===== config.mk =====
export PLATFORM = sky130hd
export DESIGN_NAME = if_stage_flat
export DESIGN_NICKNAME = d
export VERILOG_FILES = /design/src/rtl/if_stage_if.sv /design/src/rtl/if_stage.sv /design/src/flat_wrapper.sv
export SDC_FILE = /design/constraint.sdc
export NUM_CORES = 1
export LEC_CHECK = 0
export CORE_UTILIZATION = 50
export DETAILED_ROUTE_END_ITERATION = 10
export GPL_TIMING_DRIVEN = 0
export PLACE_DENSITY = 0.8
export SYNTH_ARGS = -nofsm -noshare
export SYNTH_HDL_FRONTEND = slang
export SYNTH_SLANG_ARGS = --single-unit
export TNS_END_PERCENT = 50

===== constraint.sdc =====
create_clock -name clk -period 1.9 [get_ports clk]
set_input_delay 0.57 -clock clk [delete_from_list [all_inputs] [get_ports clk]]
set_output_delay 0.57 -clock clk [all_outputs]
set_load 0.005 [all_outputs]

===== src/rtl/if_stage_if.sv =====
// ----------------------------------------------------------------------------
// if_stage_if
//  Fetch port between the IF stage and the shared instruction/data SRAM
//  arbiter. Signal suffixes are relative to the fetch master (IF stage).
//  inst_req_o   master->slave  fetch request
//  inst_addr_o  master->slave  fetch address
//  inst_data_i  slave->master  fetched word, valid with inst_ack_i
//  inst_ack_i   slave->master  fetch complete this cycle
// ----------------------------------------------------------------------------
interface if_stage_if #(
    parameter int ADDR_W = 16,
    parameter int INST_W = 16
);
    logic              inst_req_o;
    logic [ADDR_W-1:0] inst_addr_o;
    logic [INST_W-1:0] inst_data_i;
    logic              inst_ack_i;

    modport master (output inst_req_o, output inst_addr_o,
                    input  inst_data_i, input inst_ack_i);
    modport slave  (input  inst_req_o, input inst_addr_o,
                    output inst_data_i, output inst_ack_i);
endinterface


===== src/rtl/if_stage.sv =====
// ----------------------------------------------------------------------------
// if_stage
//  Instruction-fetch stage of the 16-bit MIPS16 pipeline. Owns the PC, fetches
//  over a req/ack port, and loads the IF/ID register (pc_o = PC+1, inst_o).
//  Late memory produces NOP bubbles; a fetch completing under stall is parked
//  in hold_buf so it is never re-requested. Branches resolved in decode
//  redirect the PC after the delay-slot instruction is delivered.
//  clk, rst        clock, synchronous active-low reset
//  stall_i         hold IF/ID register and PC
//  branch_flag_i   taken branch from decode (sampled only when not stalled)
//  branch_addr_i   branch target
//  fetch           fetch port (master side)
//  pc_o, inst_o    IF/ID register outputs
// ----------------------------------------------------------------------------
module if_stage #(
    parameter int               ADDR_W   = 16,
    parameter int               INST_W   = 16,
    parameter logic [ADDR_W-1:0] RESET_PC = '0,
    parameter logic [INST_W-1:0] NOP_INST = 16'h0800
) (
    input  logic              clk,
    input  logic              rst,
    input  logic              stall_i,
    input  logic              branch_flag_i,
    input  logic [ADDR_W-1:0] branch_addr_i,
    if_stage_if.master        fetch,
    output logic [ADDR_W-1:0] pc_o,
    output logic [INST_W-1:0] inst_o
);

    typedef enum logic {S_FETCH, S_HOLD} state_e;

    state_e            state_q, state_d;
    logic [ADDR_W-1:0] pc_q, pc_d;
    logic [ADDR_W-1:0] pco_q, pco_d;
    logic [INST_W-1:0] inst_q, inst_d;
    logic [INST_W-1:0] hold_q, hold_d;
    logic [ADDR_W-1:0] tgt_q, tgt_d;
    logic              pend_q, pend_d;

    logic              br_take;
    logic              deliver;
    logic [ADDR_W-1:0] pc_inc;
    logic [ADDR_W-1:0] next_pc;

    always_ff @(posedge clk) begin
        if (!rst) begin
            state_q <= S_FETCH;
            pc_q    <= RESET_PC;
            pco_q   <= '0;
            inst_q  <= NOP_INST;
            hold_q  <= NOP_INST;
            tgt_q   <= '0;
            pend_q  <= 1'b0;
        end else begin
            state_q <= state_d;
            pc_q    <= pc_d;
            pco_q   <= pco_d;
            inst_q  <= inst_d;
            hold_q  <= hold_d;
            tgt_q   <= tgt_d;
            pend_q  <= pend_d;
        end
    end

    always_comb begin
        state_d = state_q;
        pc_d    = pc_q;
        pco_d   = pco_q;
        inst_d  = inst_q;
        hold_d  = hold_q;
        tgt_d   = tgt_q;
        pend_d  = pend_q;
        deliver = 1'b0;

        // A stalled branch has not left decode yet, so it is not ours to take.
        br_take = branch_flag_i && !stall_i;
        pc_inc  = pc_q + ADDR_W'(1);
        next_pc = br_take ? branch_addr_i : (pend_q ? tgt_q : pc_inc);

        unique case (state_q)
            S_FETCH: begin
                if (fetch.inst_ack_i) begin
                    if (!stall_i) begin
                        deliver = 1'b1;
                        inst_d  = fetch.inst_data_i;
                    end else begin
                        hold_d  = fetch.inst_data_i;
                        state_d = S_HOLD;
                    end
                end else if (!stall_i) begin
                    inst_d = NOP_INST;
                end
            end
            S_HOLD: begin
                if (!stall_i) begin
                    deliver = 1'b1;
                    inst_d  = hold_q;
                    state_d = S_FETCH;
                end
            end
            default: state_d = S_FETCH;
        endcase

        // The current fetch is the delay slot: redirect only once it is
        // delivered, remembering the target if the branch comes earlier.
        if (deliver) begin
            pco_d  = pc_inc;
            pc_d   = next_pc;
            pend_d = 1'b0;
        end else if (br_take) begin
            pend_d = 1'b1;
            tgt_d  = branch_addr_i;
        end
    end

    assign fetch.inst_req_o  = rst && (state_q == S_FETCH);
    assign fetch.inst_addr_o = pc_q;
    assign pc_o              = pco_q;
    assign inst_o            = inst_q;

endmodule


===== src/flat_wrapper.sv =====
// flat-port wrapper written by rule: the top's interface ports become plain ports
module if_stage_flat 
#(
    parameter int               ADDR_W   = 16,
    parameter int               INST_W   = 16,
    parameter logic [ADDR_W-1:0] RESET_PC = '0,
    parameter logic [INST_W-1:0] NOP_INST = 16'h0800
)
  (clk, rst, stall_i, branch_flag_i, branch_addr_i, pc_o, inst_o, fetch_inst_req_o, fetch_inst_addr_o, fetch_inst_data_i, fetch_inst_ack_i);
  if_stage_if #(.ADDR_W(ADDR_W), .INST_W(INST_W)) fetch_i ();
  input  logic clk;
  input  logic rst;
  input  logic stall_i;
  input  logic branch_flag_i;
  input  logic [ADDR_W-1:0] branch_addr_i;
  output logic [ADDR_W-1:0] pc_o;
  output logic [INST_W-1:0] inst_o;
  output wire logic [$bits(fetch_i.inst_req_o)-1:0] fetch_inst_req_o;
  output wire logic [$bits(fetch_i.inst_addr_o)-1:0] fetch_inst_addr_o;
  input wire logic [$bits(fetch_i.inst_data_i)-1:0] fetch_inst_data_i;
  input wire logic [$bits(fetch_i.inst_ack_i)-1:0] fetch_inst_ack_i;
  assign fetch_inst_req_o = fetch_i.inst_req_o;
  assign fetch_inst_addr_o = fetch_i.inst_addr_o;
  assign fetch_i.inst_data_i = fetch_inst_data_i;
  assign fetch_i.inst_ack_i = fetch_inst_ack_i;
  if_stage #(.ADDR_W(ADDR_W), .INST_W(INST_W), .RESET_PC(RESET_PC), .NOP_INST(NOP_INST)) u_core (.clk(clk), .rst(rst), .stall_i(stall_i), .branch_flag_i(branch_flag_i), .branch_addr_i(branch_addr_i), .fetch(fetch_i), .pc_o(pc_o), .inst_o(inst_o));
endmodule

==> qor.txt, run 1 <==
actual slew at the worst max-slew pin: 599.3 ps
I/O Pins: 86
later-pin clock latency in the skew report: 370 ps
clock transition at the registers of the reported paths: 100 ps
peak supply drop: 0.4486 mV
leakage power: 1.789 nW
Worst Path Required: 1330 ps
Synth async-reset ratio: 0%
Mapped Avg Cell Area: 7.677 sq um
Setup Total Neg Slack: 0 ps
most frequent cell after synthesis: nand2_1
Slew Viols, Final: 0
relative slew slack: 60.04%
Cells after Synth: 485
# hold bufs at CTS: 0
hold_ws: 459.2 ps
slowest stage delay, CP: 520 ps
largest net degree at the start of global routing: 16
global-route wire length before repair: 16780 microns
Final nets: 619
die width: 88.30 microns
post-synthesis sequential area ratio: 44.09%
Power Total: 3.762 mW
pwr dens: 744.6 nW/um^2
CTS Buf Count: 9
Final Cell Area: 5052 sq um
clk sink count: 82
status: finished clean
worst setup margin: 25.23 ps
Most used DFF post-synth: dfxtp_1
Starting Density: 51.61%
CP cell instances: clkdlybuf4s50_1
worst slack, placed: -1380 ps
slowest CP cell: clkdlybuf4s50_1
Post-synth top cells: 95 x nand2_1, 84 x a21oi_1, 82 x dfxtp_1
clock buffer depth: 2
port bufs: 84
Bufs and invs on worst path: 1
Top delay family on crit path: buffers and inverters
worst-path maximum fanout: 7
core area: 7214 sq um
clock root buffer: clkbuf_8
Post-DP HPWL: 7698 microns
Startpoint Class: flip-flop
Die Height: 88.30 microns
Setup Skew: 12.38 ps
Final setup viols: 0
Routed WL per cell: 15.85 microns
Die ar.: 7796 sq um
DRT Wirelength: 10860 microns
Synth area leaders: dfxtp_1 44%, a21oi_1 11%, nand2_1 9.6%
period utilization: 98.67%
first drt pass iteration count: 5
Area after DPL: 4688 sq um
ANT nets after route: 0
drt first-iter violations: 313
# DRC: 0
Tmin final: 1875 ps
YS warnings: 0
total number of vias: 3905
maxcap violations: 0
H-tree depth: 3
Max Fclk: 0.5334 GHz
final hold vios: 0
gr ovfl total: 0
vias in the first global route: 3547
share of layout cells above drive strength 1: 12.46%
mapped cell area: 3724 sq um
# diodes: 0
number of synthesized flops with an enable pin: 0
Placer Congestion: 0.8953
Cell Rows: 31
area share of the largest cell type after synthesis: 44.09%
gr usage total: 28.33%
critical path type: reg -> out
TritonCTS clock tree: built
via density per instance: 5.701
antenna violations before repair: 0
Synth Register Bits: 82
Netlist cell types: 47
syn nets: 523
CP arrival: 1300 ps
Worst setup EP type: primary output
Yosys top cell by area: dfxtp_1
Hold Crit Class: reg -> reg
Layout area overhead: 35.69%
## state kept, by name (all words and copies together), names as in the netlist
| name | flops |
|---|---|
| u_core.tgt_q | 16 |
| u_core.state_q | 1 |
| u_core.inst_o | 16 |
| u_core.fetch.inst_addr_o | 16 |
| u_core.pc_o | 16 |
| u_core.hold_q | 16 |
| u_core.pend_q | 1 |
## final timing paths
kind                                                   from                            to  slack [ps]  depth (start not counted)
worst max-delay path            u_core.fetch.inst_addr_o[3]          fetch_inst_addr_o[3]          30                          1
worst max register to register  u_core.fetch.inst_addr_o[5]  u_core.fetch.inst_addr_o[11]         170                          5
worst min register to register             u_core.hold_q[1]              u_core.hold_q[1]         460                          2
worst min-delay path                       u_core.hold_q[1]              u_core.hold_q[1]         460                          2
## worst reg2reg max path, cell delays in order (launching register included)
cell	delay, ps
dfxtp_1	350
buf_4	170
nand4_2	180
or4_1	560
xor2_1	230
o22ai_1	120
## cells in the final DEF (no fill, tap or decap), drive strengths merged, types with 2 or more instances in the layout
| cell | netlist | routed |
|---|---|---|
| xnor2 | 8 | 8 |
| o221a | 2 | 2 |
| clkdlybuf4s50 | 0 | 80 |
| buf | 18 | 20 |
| nand3 | 7 | 7 |
| o31ai | 2 | 2 |
| nor3 | 16 | 16 |
| and3 | 3 | 3 |
| nand2 | 95 | 95 |
| clkbuf | 20 | 31 |
| dfxtp | 82 | 82 |
| clkinv | 1 | 2 |
| o21bai | 3 | 3 |
| nor4 | 4 | 4 |
| nor2 | 39 | 39 |
| a211oi | 8 | 8 |
| and4 | 2 | 2 |
| o211ai | 5 | 5 |
| a311o | 2 | 2 |
| nand4 | 6 | 6 |
| clkinvlp | 0 | 3 |
| a2111oi | 2 | 2 |
| a221oi | 4 | 4 |
| o21a | 5 | 5 |
| dlymetal6s2s | 0 | 2 |
| o21ai | 26 | 26 |
| inv | 6 | 8 |
| a21oi | 85 | 85 |
| and2 | 2 | 2 |
| nand3b | 16 | 16 |
| xor2 | 2 | 2 |
| nand2b | 2 | 2 |
## cell families (layout without fill, tap and decap cells)
family,after synthesis,after routing,share of synthesized area (%)
flip-flops,82,82,44.09
adder cells (fa/ha/maj),1,1,0.3360
AO/OA/AOI/OAI,151,151,23.76
multiplexers,1,1,0.2688
buffers and inverters,45,146,5.040
XOR/XNOR,10,10,2.352
AND/OR/NAND/NOR,195,195,24.16
## routing by layer
layer  global-route usage [%]  routed length, microns  vias up
met1                    33.74                    4584     1824
met3                    4.478                     653       26
met2                    49.16                    5347      168
li1                         -                       -     1887
met4                    14.96                     272        0
met5                        0                       0        -
## repair_timing
| item | CTS | global route |
|---|---|---|
| resized for setup | 47 | 29 |
| setup buffers | 0 | 2 |
| setup endpoints to repair | 73 | 64 |
| pin swaps | 0 | 2 |
## final cells by class
cell class,instances,area (sq um)
Clock inverter,6,48.80
Inverter,7,31.28
Timing Repair Buffer,86,857.1
Multi-Input combinational cell,358,1951
Clock buffer,10,137.6
Fill cell,643,2162
Tap cell,99,123.9
Buffer,37,235.2
Sequential cell,82,1668
## power by group
group	internal, mW	total [mW]	switching [mW]	leakage, nW
clock	0.521	1.21	0.689	0.0855
sequential	1.81	1.89	0.0752	0.677
combinational	0.336	0.664	0.328	1.03
total	2.67	3.76	1.09	1.79
## metrics by stage
stage / util [%] / std cells
after floorplan: - / 485
after global placement: 64.98 / 668
after detailed placement: 64.98 / 668
after CTS: 68.80 / 683
after global routing: 70.03 / 685
final: 70.03 / 685
(Power assumes the default switching activity.)
==> run 2: changes to the inputs <==
Settings changed: REMOVE_ABC_BUFFERS set to 1.
==> qor.txt, run 2 (synthesis gave the netlist of run 1 again) <==
Post-DP HPWL: 6057 microns (was 7698 microns)
later-pin clock latency in the skew report: 370 ps (about the same)
Placer Congestion: 0.8224 (was 0.8953)
slowest CP cell: clkdlybuf4s50_1 (unchanged)
Starting Density: 51.61% (unchanged)
I/O Pins: 86 (unchanged)
gr ovfl total: 0 (unchanged)
actual slew at the worst max-slew pin: 661.4 ps (was 599.3 ps)
R2R setup slack: 120 ps (was 170 ps)
Final setup viols: 0 (unchanged)
clock transition at the registers of the reported paths: 90 ps (was 100 ps)
# diodes: 0 (unchanged)
Die ar.: 7796 sq um (unchanged)
Tmin final: 1863 ps (was 1875 ps)
via density per instance: 5.917 (was 5.701)
Layout area overhead: 35.25% (was 35.69%)
final hold vios: 0 (unchanged)
Max Fclk: 0.5369 GHz (was 0.5334 GHz)
DRT Wirelength: 10940 microns (was 10860 microns)
pwr dens: 785.3 nW/um^2 (was 744.6 nW/um^2)
cell depth of the worst setup path: 1 (unchanged)
# hold bufs at CTS: 0 (unchanged)
die width: 88.30 microns (unchanged)
leakage power: 1.772 nW (was 1.789 nW)
clock root buffer: clkbuf_8 (unchanged)
worst-path maximum fanout: 6 (was 7)
antenna violations before repair: 0 (unchanged)
total number of vias: 3911 (was 3905)
CP cell instances: clkdlybuf4s50_1 (unchanged)
drt first-iter violations: 312 (was 313)
CP startpoint: u_core.fetch.inst_addr_o[10] (was u_core.fetch.inst_addr_o[3])
TritonCTS clock tree: built (unchanged)
share of layout cells above drive strength 1: 11.92% (was 12.46%)
Top delay family on crit path: buffers and inverters (unchanged)
period utilization: 98.03% (was 98.67%)
Setup Skew: 10.96 ps (was 12.38 ps)
Routed WL per cell: 16.55 microns (was 15.85 microns)
CTS Buf Count: 9 (unchanged)
maxcap violations: 0 (unchanged)
relative slew slack: 55.86% (was 60.04%)
clock buffer depth: 2 (unchanged)
Bufs and invs on worst path: 1 (unchanged)
core area: 7214 sq um (unchanged)
CP arrival: 1290 ps (was 1300 ps)
Slew Viols, Final: 0 (unchanged)
Hold Crit Class: reg -> reg (unchanged)
worst-case reg-to-reg path depth: 5 (unchanged)
Worst setup EP type: primary output (unchanged)
gr usage total: 28.99% (was 28.33%)
most common cell after layout, fill and taps aside: nand2_1 (unchanged)
Startpoint Class: flip-flop (unchanged)
vias in the first global route: 3565 (was 3547)
peak supply drop: 0.3679 mV (was 0.4486 mV)
first drt pass iteration count: 5 (unchanged)
clk sink count: 82 (unchanged)
Worst Path Required: 1330 ps (about the same)
Setup Total Neg Slack: 0 ps (unchanged)
H-tree depth: 3 (unchanged)
Final nets: 595 (was 619)
Area after DPL: 4564 sq um (was 4688 sq um)
Die Height: 88.30 microns (unchanged)
critical path type: reg -> out (unchanged)
global-route wire length before repair: 17310 microns (was 16780 microns)
worst reg2reg path startpoint: u_core.fetch.inst_addr_o[4] (was u_core.fetch.inst_addr_o[5])
Cell Rows: 31 (unchanged)
largest net degree at the start of global routing: 40 (was 16)
slowest stage delay, CP: 530 ps (was 520 ps)
most frequent cells in the layout: 94 x nand2_1, 84 x a21oi_1, 79 x clkdlybuf4s50_1 (was 94 x nand2_1, 84 x a21oi_1, 80 x clkdlybuf4s50_1)
CP endpoint: fetch_inst_addr_o[10] (was fetch_inst_addr_o[3])
status: finished clean (unchanged)
port bufs: 85 (was 84)
Worst R2R End: u_core.fetch.inst_addr_o[11] (unchanged)
ANT nets after route: 0 (unchanged)
# DRC: 0 (unchanged)
Final Cell Area: 5036 sq um (was 5052 sq um)
-- run 2: cell count changes in the layout (fill, tap and decap cells not counted), moves of 3 or more --
| cell | change |
|---|---|
| clkbuf_1 | -9 |
| clkbuf_2 | -7 |
| buf_6 | -6 |
| dfxtp_1 | -5 |
| buf_1 | -4 |
| dfxtp_4 | +4 |
| buf_4 | +3 |
| clkbuf_4 | -3 |
-- run 2: what timing repair did --
item	4_1_cts	5_1_grt
setup endpoints to repair	94	30
cloned	4	0
pin swaps	2	1
hold endpoints to repair	0	0
gates resized for setup	51	14
buffers inserted	5	4
-- run 2: stage by stage --
step	util (%)	setup WS [ps]	std cells	hold WS [ps]	total power, mW
6_report	69.81	37.38	661	456.1	3.955
5_1_grt	69.81	-3.469	661	471.7	4.103
4_1_cts	69.09	15.13	657	454.6	3.937
3_5_place_dp	63.27	-2066	632	444.9	2.510
3_3_place_gp	62.89	-2865	631	438.0	2.489
2_1_floorplan	-	-849.6	447	432.1	2.182
-- run 2: worst min path at each step --
stage / end / slack (ps) / cells past startpoint / startpoint
CTS: u_core.tgt_q[10] / 450 / 2 / u_core.tgt_q[10]
global placement: u_core.tgt_q[3] / 440 / 2 / u_core.tgt_q[3]
global route: u_core.tgt_q[11] / 470 / 2 / u_core.tgt_q[11]
detailed placement: u_core.tgt_q[10] / 440 / 2 / u_core.tgt_q[10]
floorplan: u_core.tgt_q[10] / 430 / 2 / u_core.tgt_q[10]
finish: u_core.tgt_q[10] / 460 / 2 / u_core.tgt_q[10]
-- run 2: layout make-up --
| class | instances | area, sq um |
|---|---|---|
| clock buffer | 11 | 141.4 |
| fill | 594 | 2178 |
| sequential | 82 | 1684 |
| timing repair inverter | 2 | 32.53 |
| inverter | 7 | 52.55 |
| timing repair buffer | 96 | 979.7 |
| multi-input combinational | 359 | 1944 |
| clock inverter | 5 | 77.57 |
| tap | 99 | 123.9 |
-- run 2: report_power, final --
group / leakage, nW / internal [mW] / switching, mW / total, mW
registers: 0.680 / 1.81 / 0.0934 / 1.90
clock network: 0.109 / 0.772 / 0.643 / 1.41
logic: 0.982 / 0.327 / 0.309 / 0.636
total: 1.77 / 2.91 / 1.05 / 3.95
-- run 2: per-layer routing --
layer	share of wire [%]	global-route usage, %
met3	8.7	7.183
met2	47	48.53
met4	2.6	13.78
met1	42	34.96
met5	0	0
==> edit (settings of run 1) <==
`INST_W` is set to 16 in 3 places; all go to 32.
--- a/src/rtl/if_stage_if.sv
+++ b/src/rtl/if_stage_if.sv
@@ -9,7 +9,7 @@
 // ----------------------------------------------------------------------------
 interface if_stage_if #(
     parameter int ADDR_W = 16,
-    parameter int INST_W = 16
+    parameter int INST_W = 32
 );
     logic              inst_req_o;
     logic [ADDR_W-1:0] inst_addr_o;
--- a/src/rtl/if_stage.sv
+++ b/src/rtl/if_stage.sv
@@ -14,7 +14,7 @@
 // ----------------------------------------------------------------------------
 module if_stage #(
     parameter int               ADDR_W   = 16,
-    parameter int               INST_W   = 16,
+    parameter int               INST_W   = 32,
     parameter logic [ADDR_W-1:0] RESET_PC = '0,
     parameter logic [INST_W-1:0] NOP_INST = 16'h0800
 ) (
--- a/src/flat_wrapper.sv
+++ b/src/flat_wrapper.sv
@@ -2,7 +2,7 @@
 module if_stage_flat 
 #(
     parameter int               ADDR_W   = 16,
-    parameter int               INST_W   = 16,
+    parameter int               INST_W   = 32,
     parameter logic [ADDR_W-1:0] RESET_PC = '0,
     parameter logic [INST_W-1:0] NOP_INST = 16'h0800
 )
Interface: changed (resized fetch_inst_data_i and inst_o); port bits go from 86 to 118. The function was not compared with the original's and may differ.
==> edit against run 1 <==
The flow now finishes with violations (negative setup slack); final cell count is 40% higher; power is 66% higher; critical path type is now input pin to flip-flop; register-to-register slack worse by 0.11 ns; worst setup slack worse by 0.070 ns; sequential cell count is 32 higher; fmax is 3.6% lower; routed wire length is 45% higher; count of clock-buffer cells in the layout is 11 higher; largest power group is now the clock network; cell area is 42% higher; area after synthesis is 37% higher; largest cell class unchanged.
==> edit: results (changes against run 1) <==
* Status: finished with violations
* Failing checks: negative setup slack
* Synth Net Count at 718 (+37%)
* Worst setup path endpoint: u_core.fetch.inst_addr_o[10]
* Final worst slack at -0.0443 ns (-0.0696 ns)
* Buffering overhead at 21.6% (-0.046 points)
* First-pass GRT wire length at 25.2 mm (+50%)
* Routed len/inst at 16.5 µm (+3.8%)
* R2r worst-path depth at 7 (+2)
* #MultiIn Comb at 487 (+36%)
* IR drop worst, VDD at 0.631 mV (+41%)
* Buffers excl. clock at 187 (+52%)
* Seq area share at 32.5% (-0.47 points)
* Worst Hold End: u_core.fetch.inst_addr_o[11]
* Invs w/o clock at 5 (-2)
* Register area at 0.00234 mm² (+40%)
* All-layer global routing usage at 30.8% (+2.5 points)
* Clk pin slew, worst setup/hold paths at 0.06 ns (-0.04 ns)
* CTS buffer count at 17 (+8)
* Pre-CTS setup slack at -1.35 ns (+0.0307 ns)
* Reg2reg end: u_core.fetch.inst_addr_o[13]
* Number of fill cells at 767 (+19%)
* Number of global-route vias before repair at 5318 (+50%)
* Final Non-Filler Cells at 956 (+40%)
* Unique masters post-synth at 53 (+13%)
* Final setup vio count at 1 (+1)
* LEAKAGE at 0.00290 µW (+62%)
* Vias/cell at 5.75 (+0.86%)
* R2R Path Start: u_core.fetch.inst_addr_o[0]
* Port bufs at 117 (+39%)
* Largest net degree at the start of global routing at 17 (+1)
* Post-CTS setup buffers at 14 (+14)
* XOR/XNOR share of the synthesized area at 1.71% (-0.64 points)
* Worst clock skew at 0.00836 ns (-0.00403 ns)
* Hold_sp: rst
* Dpl cell area at 0.00646 mm² (+38%)
* Placeable Area at 0.00986 mm² (+37%)
* Share of layout cells above drive strength 1 at 14.5% (+2.0 points)
* Top post-synthesis cells by count: nand2_1 (145), a21oi_1 (130), dfxtp_1 (114)
* Largest cells by area after synthesis: dfxtp_1 (45%), a21oi_1 (13%), nand2_1 (11%), nand3b_1 (4.7%), nor2_1 (3.6%)
* Tot Pwr at 6240 µW (+66%)
-- edit: cell count changes after synthesis, sizes merged, moves of 4 or more --
| cell | before | now |
|---|---|---|
| nor3 | 16 | 12 |
| nand2 | 95 | 145 |
| nor2 | 39 | 49 |
| xor2 | 2 | 7 |
| a21oi | 85 | 130 |
| nand3b | 16 | 32 |
| a221oi | 4 | 8 |
| clkbuf | 20 | 44 |
| xnor2 | 8 | 3 |
| dfxtp | 82 | 114 |
| nand4 | 6 | 10 |
| buf | 18 | 13 |
-- edit: layer usage --
| metal | track usage [%] | part of all wire [%] | vias up |
|---|---|---|---|
| met1 | 38.3 | 41 | 2560 |
| met4 | 15.7 | 2.7 | 0 |
| li1 | - | - | 2610 |
| met2 | 51.0 | 48 | 288 |
| met5 | 0 | 0 | - |
| met3 | 5.91 | 7.9 | 39 |
